--- src/rtl/pipe_mem_stall_ctrl_if.sv ---
// Signal bundle between the 2-stage pipeline and its memory stall controller.
// The pipeline side drives the stage-2 access description and debug controls.
interface pipe_mem_stall_ctrl_if #(
  parameter int CNT_BITS = 16
);
  logic                ex_valid;
  logic                ex_mem_read;
  logic                ex_mem_write;
  logic [31:0]         ex_addr;
  logic                halt_req;
  logic                step;
  logic                cnt_clr;
  logic                pc_wrt_en;
  logic                pipe_en;
  logic                rf_wrt_gate;
  logic                dmem_wrt_gate;
  logic                halted;
  logic [CNT_BITS-1:0] stall_cnt;

  modport master (
    output ex_valid, ex_mem_read, ex_mem_write, ex_addr, halt_req, step, cnt_clr,
    input  pc_wrt_en, pipe_en, rf_wrt_gate, dmem_wrt_gate, halted, stall_cnt
  );

  modport slave (
    input  ex_valid, ex_mem_read, ex_mem_write, ex_addr, halt_req, step, cnt_clr,
    output pc_wrt_en, pipe_en, rf_wrt_gate, dmem_wrt_gate, halted, stall_cnt
  );
endinterface

--- src/rtl/pipe_mem_stall_ctrl.sv ---
// Freezes both pipeline stages while the stage-2 instruction waits on RAM or I/O,
// and provides debug halt / single-step.
module pipe_mem_stall_ctrl #(
  parameter logic [31:0] IO_BASE    = 32'hF0000000,
  parameter logic [31:0] IO_MASK    = 32'hF0000000,
  parameter int          MEM_RD_LAT = 1,
  parameter int          MEM_WR_LAT = 0,
  parameter int          IO_RD_LAT  = 3,
  parameter int          IO_WR_LAT  = 2,
  parameter int          CNT_BITS   = 16
) (
  input  logic                 clk,
  input  logic                 reset,
  pipe_mem_stall_ctrl_if.slave bus
);

  localparam logic [3:0] MemRdLat = 4'(MEM_RD_LAT);
  localparam logic [3:0] MemWrLat = 4'(MEM_WR_LAT);
  localparam logic [3:0] IoRdLat  = 4'(IO_RD_LAT);
  localparam logic [3:0] IoWrLat  = 4'(IO_WR_LAT);

  typedef enum logic [1:0] {
    ST_RUN  = 2'd0,
    ST_WAIT = 2'd1,
    ST_HALT = 2'd2
  } state_t;

  state_t              state, nextState;
  logic [3:0]          cnt, nextCnt;
  logic [CNT_BITS-1:0] stallCnt;
  logic                stallInc;
  logic                isIo, rdAcc, wrAcc;
  logic [3:0]          lat;
  logic                pcEn, pipeEn, rfGate, dmemGate;

  // A load wins over a simultaneous store; the store half is then dropped.
  always_comb begin
    isIo  = ((bus.ex_addr & IO_MASK) == IO_BASE);
    rdAcc = bus.ex_valid & bus.ex_mem_read;
    wrAcc = bus.ex_valid & bus.ex_mem_write & ~bus.ex_mem_read;
    lat   = 4'd0;
    if (rdAcc)      lat = isIo ? IoRdLat : MemRdLat;
    else if (wrAcc) lat = isIo ? IoWrLat : MemWrLat;
  end

  always_comb begin
    nextState = state;
    nextCnt   = cnt;
    stallInc  = 1'b0;
    pcEn      = 1'b0;
    pipeEn    = 1'b0;
    rfGate    = 1'b0;
    dmemGate  = 1'b0;
    case (state)
      ST_WAIT: begin
        if (cnt > 4'd1) begin
          nextCnt  = cnt - 4'd1;
          stallInc = 1'b1;
        end else begin
          pcEn      = 1'b1;
          pipeEn    = 1'b1;
          rfGate    = 1'b1;
          nextCnt   = 4'd0;
          nextState = bus.halt_req ? ST_HALT : ST_RUN;
        end
      end
      default: begin
        // A single-step cycle out of HALT is an ordinary RUN cycle.
        if (state == ST_RUN || bus.step) begin
          if (lat == 4'd0) begin
            pcEn      = 1'b1;
            pipeEn    = 1'b1;
            rfGate    = 1'b1;
            dmemGate  = ~(bus.ex_valid & bus.ex_mem_read & bus.ex_mem_write);
            nextState = bus.halt_req ? ST_HALT : ST_RUN;
          end else begin
            // The store strobe goes out once, in the entry cycle of the stall.
            dmemGate  = wrAcc;
            nextCnt   = lat;
            nextState = ST_WAIT;
            stallInc  = 1'b1;
          end
        end else begin
          nextState = bus.halt_req ? ST_HALT : ST_RUN;
        end
      end
    endcase
  end

  always_ff @(posedge clk or posedge reset) begin
    if (reset) begin
      state    <= ST_RUN;
      cnt      <= 4'd0;
      stallCnt <= '0;
    end else begin
      state <= nextState;
      cnt   <= nextCnt;
      if (bus.cnt_clr)
        stallCnt <= '0;
      else if (stallInc && !(&stallCnt))
        stallCnt <= stallCnt + 1'b1;
    end
  end

  assign bus.pc_wrt_en     = pcEn & ~reset;
  assign bus.pipe_en       = pipeEn & ~reset;
  assign bus.rf_wrt_gate   = rfGate & ~reset;
  assign bus.dmem_wrt_gate = dmemGate & ~reset;
  assign bus.halted        = (state == ST_HALT) & ~reset;
  assign bus.stall_cnt     = stallCnt;

endmodule
--- src/flat_wrapper.sv ---
// flat-port wrapper written by rule: the top's interface ports become plain ports
module pipe_mem_stall_ctrl_flat 
#(
  parameter logic [31:0] IO_BASE    = 32'hF0000000,
  parameter logic [31:0] IO_MASK    = 32'hF0000000,
  parameter int          MEM_RD_LAT = 1,
  parameter int          MEM_WR_LAT = 0,
  parameter int          IO_RD_LAT  = 3,
  parameter int          IO_WR_LAT  = 2,
  parameter int          CNT_BITS   = 16
)
  (clk, reset, bus_ex_valid, bus_ex_mem_read, bus_ex_mem_write, bus_ex_addr, bus_halt_req, bus_step, bus_cnt_clr, bus_pc_wrt_en, bus_pipe_en, bus_rf_wrt_gate, bus_dmem_wrt_gate, bus_halted, bus_stall_cnt);
  pipe_mem_stall_ctrl_if #(.CNT_BITS(CNT_BITS)) bus_i ();
  input  logic clk;
  input  logic reset;
  input wire logic [$bits(bus_i.ex_valid)-1:0] bus_ex_valid;
  input wire logic [$bits(bus_i.ex_mem_read)-1:0] bus_ex_mem_read;
  input wire logic [$bits(bus_i.ex_mem_write)-1:0] bus_ex_mem_write;
  input wire logic [$bits(bus_i.ex_addr)-1:0] bus_ex_addr;
  input wire logic [$bits(bus_i.halt_req)-1:0] bus_halt_req;
  input wire logic [$bits(bus_i.step)-1:0] bus_step;
  input wire logic [$bits(bus_i.cnt_clr)-1:0] bus_cnt_clr;
  output wire logic [$bits(bus_i.pc_wrt_en)-1:0] bus_pc_wrt_en;
  output wire logic [$bits(bus_i.pipe_en)-1:0] bus_pipe_en;
  output wire logic [$bits(bus_i.rf_wrt_gate)-1:0] bus_rf_wrt_gate;
  output wire logic [$bits(bus_i.dmem_wrt_gate)-1:0] bus_dmem_wrt_gate;
  output wire logic [$bits(bus_i.halted)-1:0] bus_halted;
  output wire logic [$bits(bus_i.stall_cnt)-1:0] bus_stall_cnt;
  assign bus_i.ex_valid = bus_ex_valid;
  assign bus_i.ex_mem_read = bus_ex_mem_read;
  assign bus_i.ex_mem_write = bus_ex_mem_write;
  assign bus_i.ex_addr = bus_ex_addr;
  assign bus_i.halt_req = bus_halt_req;
  assign bus_i.step = bus_step;
  assign bus_i.cnt_clr = bus_cnt_clr;
  assign bus_pc_wrt_en = bus_i.pc_wrt_en;
  assign bus_pipe_en = bus_i.pipe_en;
  assign bus_rf_wrt_gate = bus_i.rf_wrt_gate;
  assign bus_dmem_wrt_gate = bus_i.dmem_wrt_gate;
  assign bus_halted = bus_i.halted;
  assign bus_stall_cnt = bus_i.stall_cnt;
  pipe_mem_stall_ctrl #(.IO_BASE(IO_BASE), .IO_MASK(IO_MASK), .MEM_RD_LAT(MEM_RD_LAT), .MEM_WR_LAT(MEM_WR_LAT), .IO_RD_LAT(IO_RD_LAT), .IO_WR_LAT(IO_WR_LAT), .CNT_BITS(CNT_BITS)) u_core (.clk(clk), .reset(reset), .bus(bus_i));
endmodule
--- config.mk ---
export PLATFORM = sky130hd
export DESIGN_NAME = pipe_mem_stall_ctrl_flat
export DESIGN_NICKNAME = d
export VERILOG_FILES = /design/src/rtl/pipe_mem_stall_ctrl_if.sv /design/src/rtl/pipe_mem_stall_ctrl.sv /design/src/flat_wrapper.sv
export SDC_FILE = /design/constraint.sdc
export NUM_CORES = 1
export LEC_CHECK = 0
export BUFFER_PORTS_ARGS = -buffer_cell sky130_fd_sc_hd__buf_4
export CAP_MARGIN = 20
export CORE_MARGIN = 3
export CORE_UTILIZATION = 45
export CTS_CLUSTER_SIZE = 8
export DETAILED_ROUTE_END_ITERATION = 12
export PLACE_DENSITY = 0.75
export SYNTH_ARGS = -nofsm -noshare
export SYNTH_HDL_FRONTEND = slang
export SYNTH_SLANG_ARGS = --single-unit
export TNS_END_PERCENT = 100
--- constraint.sdc ---
create_clock -name clk -period 3.16 [get_ports clk]
set_clock_uncertainty 0.1 [all_clocks]
set_input_delay 0.316 -clock clk [delete_from_list [all_inputs] [get_ports clk]]
set_output_delay 0.316 -clock clk [all_outputs]
set_load 0.02 [all_outputs]
==> reports/results.tsv, run 1 <==
metric	value	unit
post-synthesis compound-gate area fraction	0.2123	
Synth Cell Area	1403	um^2
Initial DRT Pass Iterations	5	
setup TNS	0	ns
dominant cell by count in the synthesized netlist	dfrtp_1	
chip width	61.83	um
top cells by count, synth	dfrtp_1, a21oi_1, nor2_1	
simple-gate area share of the yosys netlist	0.2819	
max_cap viols	0	
Synth top area share	0.3925	
number of synthesized flops with an enable pin	0	
worst-path cell with the longest stage delay	dfrtp_1	
Initial Util	0.4917	
Power Total	835.6	uW
Post-CTS Resized	0	
worst-skew pair later-pin latency	0.31	ns
Cells after Synth	149	
post-synthesis mux area share	0.03122	
crit path DAT	1.93	ns
first-pass GRT wire length	5285	um
CTS root buf	clkbuf_4	
largest family of logic cells by synthesized area	simple AND/OR/NAND/NOR gates	
outcome	complete, no violations	
Overall Global Routing Usage	0.1834	
clock sink count	22	
synthesis-stage register bit count	22	
Routed WL per cell	15.16	um
PD cells	490.3	nW/um^2
async set-or-reset flop fraction in the synthesized netlist	1.000	
# DRC	0	
startpoint types	flop	
DR vias	1299	
chain of cells forming the critical path	inv_1 > ha_1 > nor2_1 > nor4b_1 > o21bai_1 > a21oi_1 > buf_4	
CP max stage delay	0.40	ns
Syn Area/Cell	9.413	um^2
dpl hpwl	2382	um
H-tree Lvls	1	
Worst slew margin	0.6663	
Crit path buffers/inverters	2	
Synth Area in Adders	0.02676	
Critical Path RT	2.74	ns
Pleak	0.0007426	uW
CTS tree	done	
DR iter-0 viols	65	
CP max FO	3	
crit-path leading delay family	flip-flops	
clk slew on worst S/H paths	0.12	ns
Slew Limit Fails	0	
slew at the pin with the worst max-slew slack	0.4968	ns
largest area contributor in the netlist	dfrtp_1	
Core Area	2853	um^2
largest net degree at the start of global routing	24	
input/output buffers	32	
CTS Buf Count	3	
die footprint	3823	um^2
RSZ-0062 raised after global routing	no	
drt total wl	3229	um
Critical Path Sink Type	output pin	
final setup fails	0	
FP Rows	19	
XOR/XNOR share of the synthesized area	0.006244	
Distinct cells, synth	48	
clk buf depth	2	
Yosys Warn Count	0	
register area share after synthesis	0.3925	
Area Overhead vs Synth	21.50	%
die height	61.83	um
final period utilization	0.7412	
DR vias/cell	6.099	
Routability Congestion	0.8025	
most common flop cell mapped by yosys	dfrtp_1	
fillcell total	256	
# IOs	61	
GR Overflow Total	0	
final hold vios	0	
Hold Crit Class	in -> reg	
antenna violations before repair	0	
Ant. Diodes	0	
shortest period the worst path allows	2.342	ns
share of cells above drive strength 1	0.2802	
top cells by area, synth	dfrtp_1, a21oi_1, o31ai_1	
vias in the first global route	1261	
maximum clock rate	427.0	MHz
WS Path Type	reg -> out	
Post-Syn Nets	192	
Post-DRT Antenna Nets	0	
VDD IR max	0.2612	mV
Final nets	226	
state kept, by name, summed over array words and instances (netlist names):
| register | cells |
|---|---|
| u_core.bus.stall_cnt | 16 |
| u_core.cnt | 4 |
| u_core.state | 2 |
cell families after synthesis:
family,Yosys count
muxes,4
adders and majority gates,3
buffers and inverters,14
DFF,22
AOI/OAI and AO/OA,44
xor gates and xnor gates,1
and+or+nand+nor,61
metrics by stage:
step / hold WS, ns / instance area, um^2 / setup WS, ns / std cells / util
2_1_floorplan: 0.2105 / 1403 / 1.077 / 149 / -
3_3_place_gp: 0.2968 / 1658 / 1.063 / 208 / 0.5811
3_5_place_dp: 0.3031 / 1658 / 0.9838 / 208 / 0.5811
4_1_cts: 0.09620 / 1704 / 0.8197 / 213 / 0.5974
5_1_grt: 0.1023 / 1704 / 0.5895 / 213 / 0.5974
6_report: 0.1026 / 1704 / 0.8179 / 213 / 0.5974
power by group:
part / internal, uW / total [uW] / switching [uW] / leakage, uW
clock: 70.4 / 158 / 88.0 / 0.0000210
combinational: 135 / 313 / 177 / 0.000421
sequential: 317 / 365 / 47.4 / 0.000301
total: 523 / 836 / 313 / 0.000743
area by class of cell:
class                           count  area (um^2)  share of cell area
Clock buffer                        4        36.28             0.02129
Inverter                            8        30.03             0.01762
Multi-Input combinational cell    113        783.3              0.4596
Sequential cell                    22        550.5              0.3231
Tap cell                           31        38.79             0.02276
Timing Repair Buffer               35        265.3              0.1557
final timing paths:
kind,startpoint,to,slack [ns],depth (start not counted)
max,u_core.cnt[1],bus_rf_wrt_gate,0.82,7
min,bus_halt_req,u_core.state[1],0.10,2
max reg2reg,u_core.cnt[0],u_core.bus.stall_cnt[13],0.96,8
max in group asynchronous,reset,u_core.cnt[1],2.23,4
min reg2reg,u_core.bus.stall_cnt[12],u_core.bus.stall_cnt[12],0.48,2
min in group asynchronous,reset,u_core.state[1],0.50,4
per-layer routing:
layer | share of wire | GRT usage | vias up
met2 | 0.50 | 0.3274 | 39
met1 | 0.44 | 0.2208 | 624
li1 | - | - | 634
met4 | 0.0050 | 0.05152 | 0
met5 | 0 | 0 | -
met3 | 0.055 | 0.04132 | 2
placed cells by master, fill, tap and decap left out, types with 3 or more instances in the layout:
| master | n |
|---|---|
| dfrtp_1 | 22 |
| clkbuf_4 | 3 |
| and3_1 | 3 |
| nor2_1 | 11 |
| ha_1 | 3 |
| or3_1 | 4 |
| a21oi_1 | 17 |
| nand2_1 | 6 |
| o21ai_0 | 3 |
| or4_1 | 7 |
| buf_4 | 34 |
| inv_1 | 7 |
| o31ai_1 | 10 |
| nand3_1 | 10 |
what timing repair did:
item	in CTS	in global routing
buffers inserted	0	0
hold buffers	1	0
hold endpoints to repair	22	0
Power figures use the tool's default switching activity.
==> run 2: changes to the inputs <==
clock period = 2.35 ns   (was 3.16 ns; I/O delays follow)
==> run 2 against run 1 <==
  * Register-to-register slack got worse by 0.79 ns
  * Critical endpoint is now u_core.bus.stall_cnt[2]
  * Critical path type is now reg -> reg
  * Setup slack got worse by 0.65 ns
  * Combinational power increased by 38%
  * Routed wire length decreased by 2.4%
  * First-iteration DRC count increased by 11%
  * Largest cell class unchanged
  * Count of clock-buffer cells in the layout unchanged
==> reports/results.tsv, run 2 (synthesis results as in run 1) <==
metric	value	unit	change
outcome	complete, no violations		
CP max stage delay	0.43	ns	+0.03 ns
worst-path cell with the longest stage delay	dfrtp_1		
CP max FO	19		+16
Power Total	1132	uW	+35%
DR vias	1305		+0.46%
Ant. Diodes	0		unchanged
crit path DAT	2.29	ns	+0.36 ns
Pleak	0.0007487	uW	+0.83%
commonest non-fill, non-tap cell in the layout	buf_4		
PD cells	657.9	nW/um^2	+34%
worst r2r dst	u_core.bus.stall_cnt[2]		
worst reg-to-reg path cell count	9		+1
GR Overflow Total	0		unchanged
final hold vios	0		unchanged
largest net degree at the start of global routing	23		-4.2%
Hold Crit Class	in -> reg		
Initial Util	0.4917		unchanged
final period utilization	0.9295		
Crit path buffers/inverters	3		+1
R2R setup slack	0.17	ns	-0.79 ns
fillcell total	246		-3.9%
Hold Crit Depth	2		unchanged
CTS Buf Count	3		unchanged
Final Util	0.6031		+0.005702
VDD IR max	0.3195	mV	+22%
die height	61.83	um	unchanged
DP Area	1665	um^2	+0.45%
CTS root buf	clkbuf_4		
shortest period the worst path allows	2.184	ns	
slew at the pin with the worst max-slew slack	0.5079	ns	+0.01109 ns
CTS tree	done		
max_cap viols	0		unchanged
WS Path Type	reg -> reg		
share of cells above drive strength 1	0.2951		+0.01486
most frequent cells in the layout	buf_4, dfrtp_1, a21oi_1		
worst-skew pair later-pin latency	0.30	ns	about the same
hold-critical path endpoint	u_core.state[1]		
Final nets	227		+0.44%
Hold Slack	0.02781	ns	-0.07475 ns
Overall Global Routing Usage	0.1765		-0.006913
dpl hpwl	2312	um	-2.9%
startpoint types	flop		
die footprint	3823	um^2	unchanged
chip width	61.83	um	unchanged
maximum clock rate	457.8	MHz	
DR iter-0 viols	72		+11%
Post-DRT Antenna Nets	0		unchanged
antenna violations before repair	0		unchanged
clk buf depth	2		unchanged
FP Rows	19		unchanged
setup TNS	0	ns	unchanged
final setup fails	0		unchanged
Worst slew margin	0.6585		-0.007798
max reg flops	16		unchanged
Routability Congestion	0.7975		-0.62%
RSZ-0062 raised after global routing	no		
Slew Limit Fails	0		unchanged
clk slew on worst S/H paths	0.12	ns	about the same
DR vias/cell	6.098		about the same
drt total wl	3151	um	-2.4%
clock sink count	22		unchanged
first-pass GRT wire length	5126	um	-3.0%
crit-path leading delay family	flip-flops		
H-tree Lvls	1		unchanged
# DRC	0		unchanged
Hold Path Origin	bus_halt_req		
reg2reg start	u_core.cnt[0]		
# IOs	61		unchanged
Critical Path RT	2.45	ns	-0.29 ns
Critical Path Sink Type	flop		
design area	1720	um^2	+0.95%
vias in the first global route	1245		-1.3%
Routed WL per cell	14.72	um	-2.9%
input/output buffers	32		unchanged
Core Area	2853	um^2	unchanged
most frequent CP cell	inv_1		
chain of cells forming the critical path	inv_1 > ha_1 > nor2_2 > o31a_4 > a21oi_2 > buf_4 > inv_1 > nand3_1 > mux2_1		
Initial DRT Pass Iterations	4		-1
Area Overhead vs Synth	22.66	%	
-- run 2: repair_timing --
action,in CTS,in global routing
setup endpoints to repair,0,3
hold endpoints to repair,22,0
gates resized for setup,0,2
hold buffers,1,0
setup buffers,0,0
-- run 2: power by group --
part	internal [uW]	switching (uW)	total, uW
combinational	190	243	433
clock	94.6	113	208
sequential	427	64.5	491
total	711	421	1130
-- run 2: per-layer routing --
metal | global-route usage | part of all wire | vias up
li1 | - | - | 634
met1 | 0.2139 | 0.44 | 625
met2 | 0.3064 | 0.49 | 42
met3 | 0.04339 | 0.057 | 4
met4 | 0.05758 | 0.0095 | 0
met5 | 0 | 0 | -
-- run 2: worst max path at each step --
stage / from / end / depth (start not counted) / slack, ns
after detailed placement: u_core.cnt[0] / u_core.bus.stall_cnt[11] / 8 / 0.17
final: u_core.cnt[0] / u_core.bus.stall_cnt[2] / 9 / 0.17
after floorplan: u_core.cnt[0] / bus_pipe_en / 7 / 0.35
after global placement: u_core.cnt[0] / u_core.bus.stall_cnt[2] / 9 / 0.25
after CTS: u_core.cnt[1] / bus_pipe_en / 7 / 0.08
after global routing: u_core.cnt[1] / bus_pc_wrt_en / 7 / 0.05
-- run 2: layout make-up --
| class | count | area (um^2) | area share |
|---|---|---|---|
| Clock buffer | 4 | 36.28 | 0.02109 |
| Inverter | 8 | 30.03 | 0.01745 |
| Multi-Input combinational cell | 113 | 792.0 | 0.4604 |
| Sequential cell | 22 | 550.5 | 0.3200 |
| Tap cell | 31 | 38.79 | 0.02255 |
| Timing Repair Buffer | 36 | 272.8 | 0.1585 |
-- run 2: stage by stage --
step | instances | setup slack, ns
finish | 214 | 0.1656
global route | 214 | 0.05107
CTS | 214 | 0.08297
detailed placement | 209 | 0.1721
global placement | 209 | 0.2515
floorplan | 149 | 0.3482
-- run 2: worst reg2reg max path: cells and delay by family (launching register included) --
family | cells | cell delay, ns
AO/OA/AOI/OAI | 2 | 0.41
adder cells (fa/ha/maj) | 1 | 0.21
buffers and inverters | 3 | 0.43
flip-flops | 1 | 0.43
multiplexers | 1 | 0.31
AND/OR/NAND/NOR | 2 | 0.18
